`config.mk`:
```
export PLATFORM = sky130hd
export DESIGN_NAME = regfile_sb
export DESIGN_NICKNAME = d
export VERILOG_FILES = /design/src/rtl/regfile_sb.sv
export SDC_FILE = /design/constraint.sdc
export NUM_CORES = 2
export LEC_CHECK = 0
export ABC_AREA = 1
export BUFFER_PORTS_ARGS = -buffer_cell sky130_fd_sc_hd__buf_2
export CAP_MARGIN = 20
export CORE_MARGIN = 2
export CORE_UTILIZATION = 35
export DETAILED_ROUTE_END_ITERATION = 16
export PLACE_DENSITY = 0.6
export SYNTH_ARGS = -nofsm -noshare
export SYNTH_HDL_FRONTEND = slang
export SYNTH_SLANG_ARGS = --single-unit
export TNS_END_PERCENT = 10
```
`constraint.sdc`:
```
create_clock -name clk -period 7.4 [get_ports clk]
set_input_delay 1.48 -clock clk [delete_from_list [all_inputs] [get_ports clk]]
set_output_delay 1.48 -clock clk [all_outputs]
set_load 0.02 [all_outputs]
```
`src/rtl/regfile_sb.sv`:
```
// Register file with a scoreboard of pending (reserved) registers for deferred writebacks.
// The top index is not stored; reading it returns the r15 input (PC+8).
module regfile_sb #(
    parameter int WIDTH    = 32,
    parameter int NREGS    = 16,
    parameter int MAX_PEND = 4,
    parameter int BYPASS   = 1,
    localparam int AW      = $clog2(NREGS),
    localparam int CW      = $clog2(NREGS + 1)
) (
    input  logic             clk,
    input  logic             reset_n,
    input  logic             we3,
    input  logic [AW-1:0]    wa3,
    input  logic [WIDTH-1:0] wd3,
    input  logic             mark_valid,
    input  logic [AW-1:0]    mark_addr,
    input  logic             wb_valid,
    input  logic [AW-1:0]    wb_addr,
    input  logic [WIDTH-1:0] wb_data,
    input  logic [WIDTH-1:0] r15,
    input  logic [AW-1:0]    ra1,
    input  logic [AW-1:0]    ra2,
    output logic [WIDTH-1:0] rd1,
    output logic [WIDTH-1:0] rd2,
    output logic             busy1,
    output logic             busy2,
    output logic [NREGS-1:0] pending,
    output logic [CW-1:0]    pend_cnt,
    output logic             mark_ready,
    output logic             mark_err,
    output logic             wb_err
);
    localparam logic [AW-1:0] TOP = AW'(NREGS - 1);

    logic [WIDTH-1:0] regs [NREGS-1];
    logic             mark_ok;
    logic             mark_rej;
    logic             wb_bad;
    logic [NREGS-1:0] pend_nxt;
    logic [CW-1:0]    cnt_nxt;

    // mark handshake: a reservation is taken on a rising edge where mark_valid
    // and mark_ready are both high and the address is free; mark_valid while
    // mark_ready is low is not held off -- it is rejected and flagged on mark_err.
    assign mark_ready = (pend_cnt < CW'(MAX_PEND));
    assign mark_ok    = mark_valid && mark_ready && (mark_addr != TOP) && !pending[mark_addr];
    assign mark_rej   = mark_valid && !mark_ok;
    // The top index is never pending, so this also flags writebacks to it.
    assign wb_bad     = wb_valid && !pending[wb_addr];

    always_comb begin
        pend_nxt = pending;
        if (wb_valid) pend_nxt[wb_addr] = 1'b0;
        if (mark_ok)  pend_nxt[mark_addr] = 1'b1;
        cnt_nxt = '0;
        for (int i = 0; i < NREGS; i++) cnt_nxt = cnt_nxt + CW'(pend_nxt[i]);
    end

    always_ff @(posedge clk or negedge reset_n) begin
        if (!reset_n) begin
            for (int i = 0; i < NREGS - 1; i++) regs[i] <= '0;
            pending  <= '0;
            pend_cnt <= '0;
            mark_err <= 1'b0;
            wb_err   <= 1'b0;
        end else begin
            // Writeback has priority over the immediate port on an address clash.
            for (int i = 0; i < NREGS - 1; i++) begin
                if (wb_valid && wb_addr == AW'(i))   regs[i] <= wb_data;
                else if (we3 && wa3 == AW'(i))       regs[i] <= wd3;
            end
            pending  <= pend_nxt;
            pend_cnt <= cnt_nxt;
            mark_err <= mark_rej;
            wb_err   <= wb_bad;
        end
    end

    // Returns {busy, data} for one read port, including same-cycle forwarding.
    function automatic logic [WIDTH:0] read_port(input logic [AW-1:0] a);
        logic [WIDTH-1:0] d;
        logic             b;
        d = r15;
        b = 1'b0;
        if (a != TOP) begin
            d = regs[a];
            b = pending[a];
            if (BYPASS != 0) begin
                if (we3 && wa3 == a) d = wd3;
                if (wb_valid && wb_addr == a) begin
                    d = wb_data;
                    b = 1'b0;
                end
            end
        end
        return {b, d};
    endfunction

    always_comb begin
        {busy1, rd1} = read_port(ra1);
        {busy2, rd2} = read_port(ra2);
    end

endmodule

```
==> flow_summary.toml <==
[cts]
clock_sinks = 503
postCtsSetupBuffers = 0
clk_latency_ns = 0.66
cts-root-buf = "sky130_fd_sc_hd__clkbuf_16"
cts.path.max_buffers = 3
clk_pin_slew_worst_paths_ns = 0.06
cts_resized = 0
tritoncts = "done"
cts_hold_buffers = 0
clock_tree.htree_level_count = 2
tritoncts.num_buffers = 59

[timing]
final_min_period_over_clock_period_pct = 84.27
finalSetupViolations = 0
grt_setup_unrepaired = "no"
final_hold_viols = 0
worst_slew_margin_rel_pct = 14.88
timing_max_transition_violations_final = 0
min_period_ns = 6.236
timing_worst_slew_pin_value_ns = 1.272
fin_worst_skew_ns = 0.01689
achievable-frequency_ghz = 0.1604
setup_total_negative_slack_ns = 0

[power_and_ir_drop]
ir_drop_mv = 0.5773
power_frac_seq_pct = 37.6
clockPowerShare_pct = 30.4
power.leakage_nw = 18.78
internal_power_mw = 6.364
sw_frac_of_total_pct = 39.19
share_comb_of_total_power_pct = 32.0
switching_power_mw = 4.101
power-per-cell-area_nw_per_um2 = 273.8

[global_route]
initial_antenna_violation_count = 33
grt-ovfl-total = 0
grt_start_max_net_pins = 157
track_usage_pct = 35.27
via_count_of_the_first_global_routing_pass = 37320
grt_pass1_wl_mm = 261.2

[routing]
drt-wirelength-per-cell_um = 27.73
num_vias = 41010
drt_first_pass_iters = 8
detailedRoute.firstIterationViolations = 7108
drt-vias-per-instance = 6.266
route.antenna.remaining_nets = 0
wl_mm = 181.5
drt_drc_violations_left = 0

[synthesis]
area_share_of_and_or_nand_nor_cells_after_synthesis_pct = 27.36
netlist_top_cells_area = "sky130_fd_sc_hd__dfrtp_1 37%, sky130_fd_sc_hd__nand2_1 20%, sky130_fd_sc_hd__o21ai_0 16%"
yosys.area_share.xor_xnor_pct = 0.05133
ys_seq_elements = 503
synth_top_area_share_pct = 36.89
synth_cell_type_count = 35
synth_largest_area_cell = "sky130_fd_sc_hd__dfrtp_1"
synth_compound_area_share_pct = 25.64
synth_top_family_by_area = "simple AND/OR/NAND/NOR gates"
synthesis.instances = 5267
yosys_warnings = 0
synth.mux.area_fraction_pct = 0.1173
synthesis.area_um2 = 34120
post_synth_fa_ha_maj_area_fraction_pct = 0.7700
postSynthAreaPerCell_um2 = 6.479
synth-seq-area-share_pct = 36.89
postSynthNetCount = 5403

[placement]
gp_congestion = 1.042
hpwlAfterDp_mm = 112.3
placed_cells = 6420
placement.io_buffers = 210

[critical_path]
critical-path-top-delay-family = "buffers and inverters"
cpPeakStageDelay_ns = 0.64
cp_max_fo = 33
critical_path.endpoint_type = "output port"
timing.setup.critical_path_class = "in2out"
worst_ep_required_time_ns = 5.92
category_of_the_worst_setup_path_launch_point = "primary input"
data_arrival_time_of_the_critical_path_ns = 4.76
critical_path.cell_chain = "buf_2 -> buf_4 -> nand2_1 -> buf_4 -> o22ai_1 -> nand2_1 -> nand2_1 -> nor2_1 -> nand2_1 -> nand2_1 -> nand2_1 -> buf_2"
critPathMostFrequentCell = "sky130_fd_sc_hd__nand2_1"
worst_path_max_delay_cell = "sky130_fd_sc_hd__nand2_1"
crit_buf_inv = 4

[cells_and_area]
finalNetCount = 5341
layout-drive-gt1-share_pct = 9.212
area_delta_synth_final_pct = 12.04
instances_no_fill = 6545

[die]
die_width_um = 316.2
floorplan.io_pins = 211
fp.dieH_um = 316.2
core_area_um2 = 96710
site_row_count = 114
initial_utilization_pct = 35.28
die_area_um2 = 100000

[hold_path]
min_path_type = "reg2reg"

[run]
maxCapViolations = 0

[outcome]
outcome = "finished, final reports clean"
cells in the final DEF (no fill, tap or decap), drive strengths merged, types with 3 or more instances in the layout:
cell type,n
a21oi,197
a22oi,69
buf,317
bufinv,4
clkbuf,90
clkinv,20
clkinvlp,3
dfrtp,503
diode,15
fa,10
ha,5
inv,361
mux2i,4
nand2,1797
nand3,159
nand4,114
nor2,261
nor3,7
o2111ai,4
o211ai,99
o21ai,1084
o221ai,50
o22ai,92
worst register-to-register path, cell delays in order, from the launching register on:
cell	delay, ns
sky130_fd_sc_hd__dfrtp_1	0.41
sky130_fd_sc_hd__inv_1	0.18
sky130_fd_sc_hd__a21oi_1	0.09
sky130_fd_sc_hd__o21ai_0	0.18
sky130_fd_sc_hd__nand2_1	0.09
sky130_fd_sc_hd__nor2_2	0.36
sky130_fd_sc_hd__nand2_1	0.24
sky130_fd_sc_hd__o21ai_0	0.36
sky130_fd_sc_hd__fa_1	0.50
sky130_fd_sc_hd__fa_1	0.50
sky130_fd_sc_hd__fa_1	0.50
sky130_fd_sc_hd__inv_1	0.06
sky130_fd_sc_hd__fa_1	0.43
sky130_fd_sc_hd__inv_1	0.07
sky130_fd_sc_hd__ha_1	0.16
sky130_fd_sc_hd__inv_1	0.06
sky130_fd_sc_hd__fa_1	0.44
sky130_fd_sc_hd__o21ai_0	0.17
power by group through the flow:
stage / Clock, mW / Sequential [mW] / Combinational (mW)
6_report: 3.18 / 3.94 / 3.35
2_1_floorplan: 0 / 3.86 / 2.11
5_1_grt: 3.30 / 4.00 / 3.71
4_1_cts: 3.18 / 3.91 / 3.27
3_3_place_gp: 0 / 3.94 / 3.20
3_5_place_dp: 0 / 3.95 / 3.24
cell type report:
class	instances	area [um2]
diodes	15	37.54
clock buffers	90	1824
clock inverters	20	226.5
fillers	10310	58480
inverters	368	1394
multi-input cells	3956	18560
flip-flops and latches	503	12590
well taps	1276	1597
repair buffers	317	2002
metal layers:
metal | track usage, % | share of wire (%) | vias up
met5 | 0.1420 | 0.10 | -
met4 | 19.21 | 6.3 | 26
met3 | 13.96 | 16 | 777
met2 | 49.05 | 40 | 3705
met1 | 46.55 | 37 | 19100
li1 | - | - | 17400
flip-flops by register name, summed over array words and instances (netlist names):
register	flops
regs	480
pending	16
pend_cnt	5
mark_err	1
wb_err	1
stage by stage:
step	instance area [um2]	power (mW)	worst slack, ns	utilization, %	hold WS (ns)
floorplan	34120	5.975	1.892	-	0.4603
global placement	36140	7.141	1.277	37.37	0.4773
detailed placement	36140	7.195	1.267	37.37	0.4815
CTS	38190	10.36	1.530	39.49	0.4985
global route	38220	11.01	1.275	39.52	0.5216
finish	38230	10.47	1.164	39.53	0.4964
cell usage after synthesis (all sizes together):
| cell | count |
|---|---|
| a21boi | 1 |
| a21oi | 197 |
| a22oi | 69 |
| a31oi | 1 |
| buf | 107 |
| clkbuf | 333 |
| clkinv | 11 |
| dfrtp | 503 |
| fa | 10 |
| ha | 5 |
| inv | 357 |
| mux2i | 4 |
| nand2 | 1797 |
| nand3 | 159 |
| nand4 | 114 |
| nor2 | 261 |
| nor3 | 7 |
| o2111ai | 4 |
| o211ai | 99 |
| o21ai | 1084 |
| o221ai | 50 |
| o22ai | 92 |
| xnor2 | 1 |
| xor2 | 1 |
path summary, 6_finish.rpt:
path	end	depth (start not counted)	slack, ns	startpoint
setup / recovery	rd2[16]	12	1.16	ra2[1]
max in group asynchronous	regs[363]$_DFFE_PN0P_	2	5.10	reset_n
min in group asynchronous	regs[450]$_DFFE_PN0P_	1	0.78	reset_n
hold reg to reg	regs[181]$_DFFE_PN0P_	2	0.50	regs[181]$_DFFE_PN0P_
hold / removal	regs[181]$_DFFE_PN0P_	2	0.50	regs[181]$_DFFE_PN0P_
setup reg to reg	pend_cnt[4]$_DFF_PN0_	17	2.53	pending[14]$_DFF_PN0_
kinds of logic (layout without fill, tap and decap cells):
group           count (synthesis)  count (layout)
buf+inv                       808             795
mux                             4               4
simple gates                 2338            2338
other cells                     0              15
compound gates               1597            1597
fa+ha+maj                      15              15
flops                         503             503
xor+xnor                        2               2
Power figures use the tool's default switching activity.
